**src/rtl/fnc_vgadisplay_ctrl.sv**
```systemverilog
// Parametrised VGA timing generator with VRAM fetch, pixel replication and latency-aligned outputs.
// Optional 8-bar colour test pattern (adds port test_en) when VGA_TESTPATTERN_EN is defined.
module fnc_vgadisplay_ctrl #(
   parameter int H_PIXELS      = 640,
   parameter int H_FRONT_PORCH = 16,
   parameter int H_SYNC        = 64,
   parameter int H_BACK_PORCH  = 80,
   parameter int V_PIXELS      = 480,
   parameter int V_FRONT_PORCH = 3,
   parameter int V_SYNC        = 4,
   parameter int V_BACK_PORCH  = 13,
   parameter bit HSYNC_POL     = 1'b0,
   parameter bit VSYNC_POL     = 1'b1,
   parameter int SCALE_SHIFT   = 0,
   parameter int VRAM_LAT      = 1,
   parameter int ADDR_W        = 19,
   parameter int COLOR_W       = 4
) (
   input  logic                 clk,
   input  logic                 rst_n,
   input  logic                 module_en,
`ifdef VGA_TESTPATTERN_EN
   input  logic                 test_en,
`endif
   output logic                 hblank,
   output logic                 vblank,
   output logic                 frame_start,
   output logic [ADDR_W-1:0]    addr,
   input  logic [3*COLOR_W-1:0] data,
   output logic                 hsync,
   output logic                 vsync,
   output logic                 de,
   output logic [COLOR_W-1:0]   rdata,
   output logic [COLOR_W-1:0]   gdata,
   output logic [COLOR_W-1:0]   bdata
);

   localparam int HB         = H_FRONT_PORCH + H_SYNC + H_BACK_PORCH;
   localparam int HT         = HB + H_PIXELS;
   localparam int VB         = V_FRONT_PORCH + V_SYNC + V_BACK_PORCH;
   localparam int VT         = VB + V_PIXELS;
   localparam int HCW        = $clog2(HT);
   localparam int VCW        = $clog2(VT);
   localparam int LINE_STEP  = H_PIXELS >> SCALE_SHIFT;
   localparam int SCALE_MASK = (1 << SCALE_SHIFT) - 1;
`ifdef VGA_TESTPATTERN_EN
   localparam int BAR_W      = H_PIXELS / 8;
   localparam int PW         = 7;
`else
   localparam int PW         = 3;
`endif

   logic                 run_q, run_d;
   logic [HCW-1:0]       hcnt_q, hcnt_d;
   logic [VCW-1:0]       vcnt_q, vcnt_d;
   logic [ADDR_W-1:0]    line_base_q, line_base_d;
   logic [ADDR_W-1:0]    addr_q, addr_d;
   logic [PW-1:0]        pipe_q [0:VRAM_LAT];
   logic [PW-1:0]        pipe_d [0:VRAM_LAT];
   logic                 hsync_q, hsync_d;
   logic                 vsync_q, vsync_d;
   logic                 de_q, de_d;
   logic [3*COLOR_W-1:0] rgb_q, rgb_d;

   logic [HCW-1:0]       hx;
   logic [VCW-1:0]       ly;
   logic                 h_last, v_last, active, raw_hs, raw_vs;
   logic [PW-1:0]        raw, last;

   assign hblank      = hcnt_q < HCW'(HB);
   assign vblank      = vcnt_q < VCW'(VB);
   assign active      = ~hblank & ~vblank;
   assign hx          = hcnt_q - HCW'(HB);
   assign ly          = vcnt_q - VCW'(VB);
   assign h_last      = hcnt_q == HCW'(HT - 1);
   assign v_last      = vcnt_q == VCW'(VT - 1);
   assign frame_start = run_q & (hcnt_q == '0) & (vcnt_q == '0);
   assign raw_hs      = (hcnt_q >= HCW'(H_FRONT_PORCH)) & (hcnt_q < HCW'(H_FRONT_PORCH + H_SYNC));
   assign raw_vs      = (vcnt_q >= VCW'(V_FRONT_PORCH)) & (vcnt_q < VCW'(V_FRONT_PORCH + V_SYNC));

   // Pipeline word: [0] de, [1] hsync, [2] vsync, then optional {bar index, pattern select}.
   always_comb begin
      raw    = '0;
      raw[0] = active;
      raw[1] = raw_hs;
      raw[2] = raw_vs;
`ifdef VGA_TESTPATTERN_EN
      raw[3]   = test_en;
      raw[6:4] = 3'(hx / HCW'(BAR_W));
`endif
   end

   // run_q delays the start by one cycle so position (0,0) is held for a full cycle after enable.
   always_comb begin
      run_d       = module_en;
      hcnt_d      = hcnt_q;
      vcnt_d      = vcnt_q;
      line_base_d = line_base_q;
      addr_d      = addr_q;
      if (run_q) begin
         if (h_last) begin
            hcnt_d = '0;
            vcnt_d = v_last ? '0 : vcnt_q + VCW'(1);
         end else begin
            hcnt_d = hcnt_q + HCW'(1);
         end
         if (h_last && v_last) begin
            line_base_d = '0;
         end else if (h_last && !vblank && ((ly & VCW'(SCALE_MASK)) == VCW'(SCALE_MASK))) begin
            line_base_d = line_base_q + ADDR_W'(LINE_STEP);
         end
      end
      if (active) begin
         addr_d = line_base_q + ADDR_W'(hx >> SCALE_SHIFT);
      end
      if (!module_en) begin
         hcnt_d      = '0;
         vcnt_d      = '0;
         line_base_d = '0;
         addr_d      = '0;
      end
   end

   always_comb begin
      for (int i = 0; i <= VRAM_LAT; i++) pipe_d[i] = '0;
      if (module_en) begin
         pipe_d[0] = raw;
         for (int i = 1; i <= VRAM_LAT; i++) pipe_d[i] = pipe_q[i-1];
      end
   end

   always_comb begin
      last    = pipe_q[VRAM_LAT];
      de_d    = last[0];
      hsync_d = last[1] ? HSYNC_POL : ~HSYNC_POL;
      vsync_d = last[2] ? VSYNC_POL : ~VSYNC_POL;
      rgb_d   = last[0] ? data : '0;
`ifdef VGA_TESTPATTERN_EN
      // Bar colour bits: R = ~bar[1], G = ~bar[2], B = ~bar[0] gives white..black order.
      if (last[0] && last[3]) begin
         rgb_d = {{COLOR_W{~last[5]}}, {COLOR_W{~last[6]}}, {COLOR_W{~last[4]}}};
      end
`endif
      if (!module_en) begin
         de_d    = 1'b0;
         hsync_d = ~HSYNC_POL;
         vsync_d = ~VSYNC_POL;
         rgb_d   = '0;
      end
   end

   always_ff @(posedge clk or negedge rst_n) begin
      if (!rst_n) begin
         run_q       <= 1'b0;
         hcnt_q      <= '0;
         vcnt_q      <= '0;
         line_base_q <= '0;
         addr_q      <= '0;
         for (int i = 0; i <= VRAM_LAT; i++) pipe_q[i] <= '0;
         hsync_q     <= ~HSYNC_POL;
         vsync_q     <= ~VSYNC_POL;
         de_q        <= 1'b0;
         rgb_q       <= '0;
      end else begin
         run_q       <= run_d;
         hcnt_q      <= hcnt_d;
         vcnt_q      <= vcnt_d;
         line_base_q <= line_base_d;
         addr_q      <= addr_d;
         for (int i = 0; i <= VRAM_LAT; i++) pipe_q[i] <= pipe_d[i];
         hsync_q     <= hsync_d;
         vsync_q     <= vsync_d;
         de_q        <= de_d;
         rgb_q       <= rgb_d;
      end
   end

   assign addr  = addr_q;
   assign hsync = hsync_q;
   assign vsync = vsync_q;
   assign de    = de_q;
   assign rdata = rgb_q[3*COLOR_W-1:2*COLOR_W];
   assign gdata = rgb_q[2*COLOR_W-1:COLOR_W];
   assign bdata = rgb_q[COLOR_W-1:0];

endmodule

```
**config.mk**
```make
export PLATFORM = sky130hd
export DESIGN_NAME = fnc_vgadisplay_ctrl
export DESIGN_NICKNAME = d
export VERILOG_FILES = /design/src/rtl/fnc_vgadisplay_ctrl.sv
export SDC_FILE = /design/constraint.sdc
export NUM_CORES = 1
export LEC_CHECK = 0
export CORE_MARGIN = 2
export CORE_UTILIZATION = 30
export CTS_CLUSTER_DIAMETER = 200
export DETAILED_ROUTE_END_ITERATION = 7
export GPL_ROUTABILITY_DRIVEN = 0
export HOLD_SLACK_MARGIN = 0.02
export PLACE_DENSITY = 0.59
export SYNTH_ARGS = -nofsm -noshare
export SYNTH_HDL_FRONTEND = slang
export SYNTH_SLANG_ARGS = --single-unit
```
**constraint.sdc**
```tcl
create_clock -name clk -period 2.1 [get_ports clk]
set_input_delay 0.42 -clock clk [delete_from_list [all_inputs] [get_ports clk]]
set_output_delay 0.42 -clock clk [all_outputs]
set_load 0.005 [all_outputs]
```
; Word-level counts from Yosys, hierarchy flattened
; Cells that the tools add are included.
[totals]
regBits = 79
input_bits = 15
output_inout_bits = 37
wordCells = 63
[classes]
add_sub_neg = 5
order_cmp = 6
n_eq_ne = 6
muxes = 21
bitwise = 7
n_reduce_logical = 7
[ops]
columns = op, n
row1 = $mux 19, 6
row2 = $mux 9, 4
row3 = $mux 10, 3
row4 = $mux 12, 2
row5 = $add 19x10->19, 1
row6 = $add 19x10->19 const B, 1
row7 = $add 10x1->10 const B, 1
row8 = $eq 10x10->1 const B, 1
row9 = $ge 10x5->1 const B, 1
row10 = $logic_not 10->1, 1
row11 = $lt 10x7->1 const B, 1
row12 = $lt 10x8->1 const B, 1
row13 = $sub 10x8->10 const B, 1
row14 = $add 9x1->9 const B, 1
row15 = $eq 9x9->1 const B, 1
row16 = $ge 9x2->1 const B, 1
row17 = $logic_not 9->1, 1
row18 = $lt 9x3->1 const B, 1
row19 = $lt 9x5->1 const B, 1
row20 = $mux 6, 1
row21 = $ne 2x1->1 const B, 3
row22 = $and 1x1->1, 5
row23 = $mux 1, 5
row24 = $reduce_and 2->1, 2
row25 = other kinds (4), 6

; Logic depth before layout (Yosys ltp)
; Gate-level depths: netlist of the first run.
[depth]
word_depth = 7
depth_mapped = 10
mapped_depth_nobuf = 10

; Worst setup path before layout of the first run
; OpenSTA, ideal clock, no wires.
[synth_path]
kind = register to register
start = reg hcnt_q[5]
end = reg addr_q[14] (netlist: addr[14])
setup_time_ns = 0.083
arrival_ns = 2.133
required_ns = 2.017
path_slack_ns = -0.116
path_stages_with_launch = 9
path_buffers = 0
synth_period_minus_slack_ns = 2.216
cell_sequence = dfrtp_1 o21ai_0 xor2_1 ha_1 a21o_1 a21oi_1 a21oi_1 xnor2_1 o21ai_0
[synth_via]
elab_chain_len = 4
elab_cells_between_ends = 8
[synth_lines]
columns = element, line_no
row1 = from (decl), 54  ; logic [HCW-1:0] hcnt_q, hcnt_d;
row2 = from (signal assigned), 166  ; hcnt_q <= hcnt_d;
row3 = $sub 10x8->10 or $lt 10x8->1 (tied branches), "73, 70"
row4 = $add 19x10->19 or $not 1->1 (tied branches), "114, 72"
row5 = $mux 19 or $and 1x1->1 (tied branches), "113, 72"
row6 = $mux 19 or $ne 2x1->1 (tied branches), n/a
row7 = to (signal assigned), 169  ; addr_q <= addr_d;
row8 = to (decl), 57  ; logic [ADDR_W-1:0] addr_q, addr_d;
; Several ways; a longest one is shown, not always the timed one. The select of a mux whose other input is x is not followed.
; A chain may end at the register's enable or synchronous reset.

; Worst setup path after layout of the first run
[layout_path]
start = reg hcnt_q[6]
end = reg addr_q[17] (netlist: addr[17])
; Same word-level chain as after synthesis.

==> flow_summary.rst, run 1 <==
.. list-table::
   :header-rows: 1

   * - Metric
     - Value
   * - Critical Path Source Type
     - register
   * - Overall die height
     - approximately 110 um
   * - Worst Setup End Kind
     - register
   * - Biggest fanout along the worst timing path
     - 5
   * - Peak VDD IR
     - 0.3578 mV
   * - Critical path arrival
     - 2.42 ns
   * - Die boundary width
     - 113.4 um
   * - Share of layout cells above drive strength 1
     - 0.2905
   * - Max-Slew Margin vs Limit
     - 0.5919
   * - Yosys top cell area share
     - 0.4951
   * - Number of cells in the design after placement
     - 597
   * - Final max-slew violation count
     - 0
   * - Inserted Clock Buffers
     - 9
   * - Net count after synthesis
     - between 300 and 400
   * - Antenna violations before repair
     - 0
   * - Final standard cell area without fillers
     - 5401 um^2
   * - Final Hold Slack
     - 0.09114 ns
   * - Count of input and output buffers
     - roughly 50
   * - CTS root buffer
     - sky130_fd_sc_hd__clkbuf_16
   * - Number of register bits inferred by synthesis
     - just over 70
   * - Clock-pin slew on the worst setup and hold paths
     - 0.06 ns
   * - MaxCap Viol Count
     - 0
   * - Starting density of the core
     - 0.3103
   * - CTS max path bufs
     - 2
   * - Area post-placement
     - 4658 um^2
   * - Top-Level Pins
     - 52
   * - Clock latency on the worst-skew pair
     - 0.34 ns
   * - Final routed DRC violation total
     - 0
   * - Max Clk Rate
     - 455.3 MHz
   * - Final instance count without filler cells
     - around 630
   * - Pwr per Cell Area
     - roughly 600 nW/um^2
   * - Post-route clock skew
     - just over 0.007 ns
   * - Count of final setup violators
     - 10
   * - Transition time at the pin with the least slew margin
     - 0.6122 ns
   * - Final cell utilization of the core
     - 0.4671
   * - Final worst path period share
     - 1.046
   * - Total global routing track utilization
     - 0.1529
   * - HPWL after DPL
     - 6479 um
   * - Remaining global-route overflow
     - 0
   * - Type of the setup path with the least slack
     - register to register
   * - Via count of the routed design
     - 3117
   * - Count of nets after finishing
     - 503
   * - Startpoint of the lowest-slack register-to-register path
     - hcnt_q[6]
   * - TritonCTS clock tree
     - built
   * - Total number of placement rows
     - 39
   * - Largest net degree at the start of global routing
     - 29
   * - CP Launch Point
     - hcnt_q[6]
   * - Commonest cells in the synthesized netlist
     - 71 x sky130_fd_sc_hd__dfrtp_1, 43 x sky130_fd_sc_hd__nand2_1, 42 x sky130_fd_sc_hd__o21ai_0
   * - Violated checks
     - setup timing
   * - Starting DRT DRC Count
     - 220
   * - Layout overhead on the synthesized area
     - 50.52%
   * - Static power due to leakage
     - 2.344 nW
   * - Routed Wire Length
     - 9480 um
   * - Average vias per placed instance
     - 4.987
   * - Share of synthesized flip-flops with an asynchronous set or reset
     - 1.000
   * - Avg Inst Size Synth
     - 9.831 um^2
   * - H-tree level count
     - 3
   * - Number of enable flip-flop cells after synthesis
     - 0
   * - Total standard cell area after synthesis
     - 3588 um^2
   * - RSZ-0062 raised after global routing
     - true
   * - Post-synthesis cell count
     - 365
   * - Largest cells by area after synthesis
     - sky130_fd_sc_hd__dfrtp_1 50%, sky130_fd_sc_hd__o21ai_0 5.9%, sky130_fd_sc_hd__nand2_1 4.5%
   * - Overall power of the completed layout
     - approximately 3.2 mW
   * - Run status
     - complete, but fails checks
   * - Total number of yosys warnings
     - 0
   * - Cell accounting for the most synthesized area
     - sky130_fd_sc_hd__dfrtp_1
   * - Router iterations before antenna repair
     - 4
   * - Core area
     - 11560 um^2
   * - Post-detailed-route count of antenna-violating nets
     - 0
   * - Slack of the critical path
     - -0.09614 ns
   * - Synth unique cells
     - 51
   * - Final Critical Period
     - 2.196 ns
   * - DIE AREA
     - 12850 um^2
   * - Number of diodes added for antenna fixing
     - 0
   * - Global-route wire length before repair
     - 15660 um
   * - Primary FF master, synth
     - sky130_fd_sc_hd__dfrtp_1
   * - Sequential element share of the synthesized area
     - 0.5024
   * - Final hold violation count
     - 0
   * - Via count of the first global-routing pass
     - about 3.2k
   * - Dominant cell by count in the synthesized netlist
     - sky130_fd_sc_hd__dfrtp_1
   * - Wire length per cell
     - 15.17 um
   * - Worst path required time
     - 2.32 ns
   * - Clock sinks
     - 72
   * - CTS Hold Buffers Added
     - 0
   * - Worst min-delay path category
     - input port to asynchronous set/reset pin
[logic make-up (layout without fill, tap and decap cells)]
group                    count (synthesis)  in the layout  share of synthesized area
AND/OR/NAND/NOR                        130            130                     0.1932
AO/OA/AOI/OAI                           91             91                     0.1614
flip-flops                              72             72                     0.5024
buffers and inverters                   35            152                    0.04184
XOR/XNOR                                24             24                    0.05858
adder cells (fa/ha/maj)                 11             11                    0.03835
other                                    1              1                   0.001045
multiplexers                             1              1                   0.003138
[worst max-delay path, cell delays in order, from the launching register on]
cell                      delay [ns]
sky130_fd_sc_hd__dfrtp_1        0.40
sky130_fd_sc_hd__buf_6          0.14
sky130_fd_sc_hd__o21ai_4        0.15
sky130_fd_sc_hd__buf_6          0.12
sky130_fd_sc_hd__xor2_2         0.15
sky130_fd_sc_hd__ha_1           0.25
sky130_fd_sc_hd__a21o_1         0.22
sky130_fd_sc_hd__a21oi_4        0.20
sky130_fd_sc_hd__buf_6          0.15
sky130_fd_sc_hd__nor3_1         0.07
sky130_fd_sc_hd__xnor2_1        0.15
sky130_fd_sc_hd__o21ai_1        0.08
[final timing paths]
path                             endpoint  slack [ns]  depth (start not counted)
max in group asynchronous       vcnt_q[4]        1.43                          2
min in group clk                    hsync        0.37                          1
worst max register to register   addr[17]        -0.1                         11
worst max-delay path             addr[17]        -0.1                         11
worst min-delay path             rgb_q[6]        0.09                          1
worst min register to register      hsync        0.37                          1
[power breakdown]
group / leakage [nW] / internal (mW) / switching [mW]
clock: 0.148 / 1.04 / 0.604
combinational: 1.20 / 0.0834 / 0.100
sequential: 0.994 / 1.39 / 0.00651
total: 2.34 / 2.52 / 0.711
[stage by stage]
step	worst slack (ns)	TNS [ns]
2_1_floorplan	0.03601	0
3_3_place_gp	-0.2220	-0.6459
3_5_place_dp	-0.2563	-1.403
4_1_cts	-0.07768	-0.4590
5_1_grt	-0.2090	-2.147
6_report	-0.09614	-0.6379
[final cells by class]
type                            count  area [um^2]
Inverter                           13        51.30
Tap cell                          143        178.9
Timing Repair Buffer              123         1112
Clock buffer                        9        225.2
Multi-Input combinational cell    258         1932
Fill cell                        1062         6163
Sequential cell                    72         1805
Clock inverter                      7        96.34
[layout by cell type, fill, tap and decap left out, drive strengths merged, types with 12 or more instances in the layout]
master,Yosys,routed
dfrtp,71,71
a21oi,15,15
nand3,12,12
inv,13,13
nor2,16,16
buf,8,74
clkdlybuf4s50,0,47
nand2,43,43
xnor2,16,16
and3,18,18
o21ai,43,43
[registers in the layout, indices dropped and copies added, names as in the netlist]
| signal | cells |
|---|---|
| line_base_q | 12 |
| hcnt_q | 10 |
| rgb_q | 12 |
| hsync | 1 |
| pipe_q | 3 |
| vcnt_q | 9 |
| last | 3 |
| vsync | 1 |
| de | 1 |
| addr | 19 |
| run_q | 1 |
[routing by layer]
layer / global-route usage / up-vias / wire (um)
met5: 0 / - / 0
met1: 0.1942 / 1533 / 4263
met2: 0.2575 / 61 / 4704
met4: 0.06179 / 0 / 187
met3: 0.02922 / 13 / 324
li1: - / 1510 / -
[timing repair]
action | in CTS | in global routing
endpoints found under the hold margin | 0 | 0
endpoints found under the setup margin | 23 | 32
buffers inserted | 7 | 7
pin swaps | 18 | 21
gates resized for setup | 44 | 51
gates cloned | 1 | 0
No activity file was read; power rests on OpenSTA's default activity.
==> run 2: changes to the inputs <==
--- a/config.mk
+++ b/config.mk
@@ -11,7 +11,6 @@
 export DETAILED_ROUTE_END_ITERATION = 7
 export GPL_ROUTABILITY_DRIVEN = 0
 export HOLD_SLACK_MARGIN = 0.02
-export PLACE_DENSITY = 0.59
 export SYNTH_ARGS = -nofsm -noshare
 export SYNTH_HDL_FRONTEND = slang
 export SYNTH_SLANG_ARGS = --single-unit
==> flow_summary.rst, run 2 (synthesis results as in run 1) <==
.. list-table::
   :header-rows: 1

   * - Metric
     - Value
   * - Crit path to
     - addr[14] (was addr[17])
   * - Setup TNS
     - -0.5450 ns (was -0.6379 ns)
   * - Antenna violations before repair
     - 0 (unchanged)
   * - Share of layout cells above drive strength 1
     - 0.2836 (was 0.2905)
   * - Count of input and output buffers
     - 51 (unchanged)
   * - H-tree level count
     - 3 (unchanged)
   * - Critical Path Source Type
     - register (unchanged)
   * - TritonCTS clock tree
     - built (unchanged)
   * - RSZ-0062 raised after global routing
     - true (unchanged)
   * - Final Critical Period
     - 2.161 ns (was 2.196 ns)
   * - Maximum cell stage delay along the critical path
     - 0.39 ns (was 0.40 ns)
   * - Top-Level Pins
     - 52 (unchanged)
   * - Area taken by multi-input logic gates
     - 1962 um^2 (was 1932 um^2)
   * - Worst Setup End Kind
     - register (unchanged)
   * - Count of nets after finishing
     - 504 (was 503)
   * - Final worst path period share
     - 1.029 (was 1.046)
   * - Most common cell after layout, fill and taps aside
     - sky130_fd_sc_hd__dfrtp_1 (unchanged)
   * - Overall power of the completed layout
     - 2.964 mW (was 3.227 mW)
   * - Critical Path, Cell by Cell
     - buf_6 -> o21ai_4 -> buf_6 -> xor2_4 -> ha_4 -> a21o_1 -> a21oi_4 -> buf_6 -> a21oi_1 -> xnor2_1 -> o21ai_1 (was buf_6 -> o21ai_4 -> buf_6 -> xor2_2 -> ha_1 -> a21o_1 -> a21oi_4 -> buf_6 -> nor3_1 -> xnor2_1 -> o21ai_1)
   * - Clock-pin slew on the worst setup and hold paths
     - 0.06 ns (about the same)
   * - Worst min-delay path category
     - input port to asynchronous set/reset pin (unchanged)
   * - Clock sinks
     - 72 (unchanged)
   * - Pwr per Cell Area
     - 552.7 nW/um^2 (was 597.5 nW/um^2)
   * - Worst reg-to-reg path cell count
     - 11 (unchanged)
   * - DIE AREA
     - 12850 um^2 (unchanged)
   * - Worst path required time
     - 2.32 ns (about the same)
   * - Total global routing track utilization
     - 0.1481 (was 0.1529)
   * - Router iterations before antenna repair
     - 4 (unchanged)
   * - Slack of the critical path
     - -0.06058 ns (was -0.09614 ns)
   * - Critical path arrival
     - 2.38 ns (was 2.42 ns)
   * - Count of final setup violators
     - 17 (was 10)
   * - Via count of the routed design
     - 3127 (was 3117)
   * - Slowest cell on the critical path
     - sky130_fd_sc_hd__dfrtp_1 (unchanged)
   * - Average vias per placed instance
     - 4.995 (was 4.987)
   * - Post-route clock skew
     - 0.005791 ns (was 0.007103 ns)
   * - Capturing point of the worst reg2reg path
     - addr[14] (was addr[17])
   * - Flip-flop count of the largest register, all copies and words added
     - 19 (unchanged)
   * - Starting DRT DRC Count
     - 177 (was 220)
   * - Final hold violation count
     - 0 (unchanged)
   * - Total number of placement rows
     - 39 (unchanged)
   * - Starting density of the core
     - 0.3103 (unchanged)
   * - Number of buffers and inverters on the critical path
     - 3 (unchanged)
   * - Largest net degree at the start of global routing
     - 73 (was 29)
   * - Run status
     - complete, but fails checks (unchanged)
   * - Register area
     - 1805 um^2 (unchanged)
   * - Family with the most delay on the worst path
     - compound AO/OA/AOI/OAI gates (unchanged)
   * - Remaining global-route overflow
     - 0 (unchanged)
   * - HPWL after DPL
     - 6239 um (was 6479 um)
   * - Startpoint of the lowest-slack register-to-register path
     - hcnt_q[6] (unchanged)
   * - Peak VDD IR
     - 0.4275 mV (was 0.3578 mV)
   * - Biggest fanout along the worst timing path
     - 5 (unchanged)
   * - Violated checks
     - setup timing (unchanged)
   * - Clock latency on the worst-skew pair
     - 0.34 ns (about the same)
   * - Wire length per cell
     - 15.13 um (was 15.17 um)
   * - Final max-slew violation count
     - 0 (unchanged)
   * - Core area
     - 11560 um^2 (unchanged)
   * - Inserted Clock Buffers
     - 9 (unchanged)
   * - CTS max path bufs
     - 2 (unchanged)
   * - CP Launch Point
     - hcnt_q[6] (unchanged)
   * - Global-route wire length before repair
     - 15140 um (was 15660 um)
   * - MaxCap Viol Count
     - 0 (unchanged)
   * - Number of stages on the worst setup path
     - 11 (unchanged)
   * - Commonest cells after routing, fill and taps aside
     - 69 x sky130_fd_sc_hd__dfrtp_1, 61 x sky130_fd_sc_hd__buf_4, 47 x sky130_fd_sc_hd__clkdlybuf4s50_1 (was 69 x sky130_fd_sc_hd__dfrtp_1, 58 x sky130_fd_sc_hd__buf_4, 47 x sky130_fd_sc_hd__clkdlybuf4s50_1)
   * - Static power due to leakage
     - 2.371 nW (was 2.344 nW)
   * - CTS root buffer
     - sky130_fd_sc_hd__clkbuf_16 (unchanged)
   * - Final Hold Slack
     - 0.1214 ns (was 0.09114 ns)
   * - Final-layout fill cell count
     - 1065 (was 1062)
   * - Worst path most repeated cell
     - sky130_fd_sc_hd__buf_6 (unchanged)
   * - Number of diodes added for antenna fixing
     - 0 (unchanged)
   * - Routed Wire Length
     - 9472 um (was 9480 um)
   * - Post-detailed-route count of antenna-violating nets
     - 0 (unchanged)
   * - Die boundary width
     - 113.4 um (unchanged)
   * - Max Clk Rate
     - 462.8 MHz (was 455.3 MHz)
   * - Layout overhead on the synthesized area
     - 49.48% (was 50.52%)
   * - Final routed DRC violation total
     - 0 (unchanged)
   * - Worst reg-to-reg setup slack
     - -0.06 ns (was -0.1 ns)
   * - Overall die height
     - 113.4 um (unchanged)
   * - Via count of the first global-routing pass
     - 3139 (was 3181)
   * - Type of the setup path with the least slack
     - register to register (unchanged)
[run 2: cell count changes in the layout (fill, tap and decap cells not counted), sizes merged]
cell         before  now
buf              74   75
bufinv            2    0
clkbuf            9   13
clkinv            2    4
clkinvlp          3    0
dlygate4sd2       2    1
[run 2: what timing repair did]
action,4_1_cts,5_1_grt
setup buffers,6,10
setup endpoints to repair,23,30
hold buffers,0,0
gates resized for setup,32,62
pin swaps,9,21
endpoints found under the hold margin,0,0
gates cloned,1,0
[run 2: where the power goes]
| group | internal [mW] | total (mW) | switching [mW] |
|---|---|---|---|
| clock | 0.824 | 1.39 | 0.568 |
| sequential | 1.39 | 1.40 | 0.00550 |
| combinational | 0.0773 | 0.173 | 0.0958 |
[run 2: worst register-to-register path: cells and delay by family, from the launching register on]
family	cells	cell delay [ns]
buffers and inverters	3	0.41
flip-flops	1	0.39
AO/OA/AOI/OAI	5	0.68
adder cells (fa/ha/maj)	1	0.23
XOR/XNOR	2	0.33
[run 2: layout make-up]
class                      count  share of cell area
multi-input combinational    258              0.3658
sequential                    72              0.3366
timing repair buffer         124              0.2050
clock buffer                  12             0.04595
tap                          143             0.03336
inverter                      13            0.009564
clock inverter                 4            0.003732
[run 2: how the worst min path moves through the flow]
stage	to	slack, ns
2_1_floorplan	addr[0]	0.12
3_3_place_gp	hsync	0.37
3_5_place_dp	hsync	0.37
4_1_cts	rgb_q[1]	0.13
5_1_grt	rgb_q[1]	0.14
6_report	rgb_q[4]	0.12
[run 2: layer usage]
layer / share of wire / track usage
met2: 0.50 / 0.2515
met5: 0 / 0
met3: 0.041 / 0.03241
met4: 0.019 / 0.06423
met1: 0.44 / 0.1817
[run 2: stage by stage]
step             util  setup WS, ns  area, um^2  instances
2_1_floorplan       -       0.03601        3592        365
3_3_place_gp   0.3998       -0.2535        4623        594
3_5_place_dp   0.3998       -0.2554        4623        594
4_1_cts        0.4321       -0.1161        4997        616
5_1_grt        0.4638       -0.1755        5364        626
6_report       0.4638      -0.06058        5364        626
==> run 3: changes to the inputs <==
--- a/config.mk
+++ b/config.mk
@@ -5,6 +5,7 @@
 export SDC_FILE = /design/constraint.sdc
 export NUM_CORES = 1
 export LEC_CHECK = 0
+export CAP_MARGIN = 10
 export CORE_MARGIN = 2
 export CORE_UTILIZATION = 30
 export CTS_CLUSTER_DIAMETER = 200
==> results of run 3 <==
Final layout, timing and power as in run 2 (identical DEF).
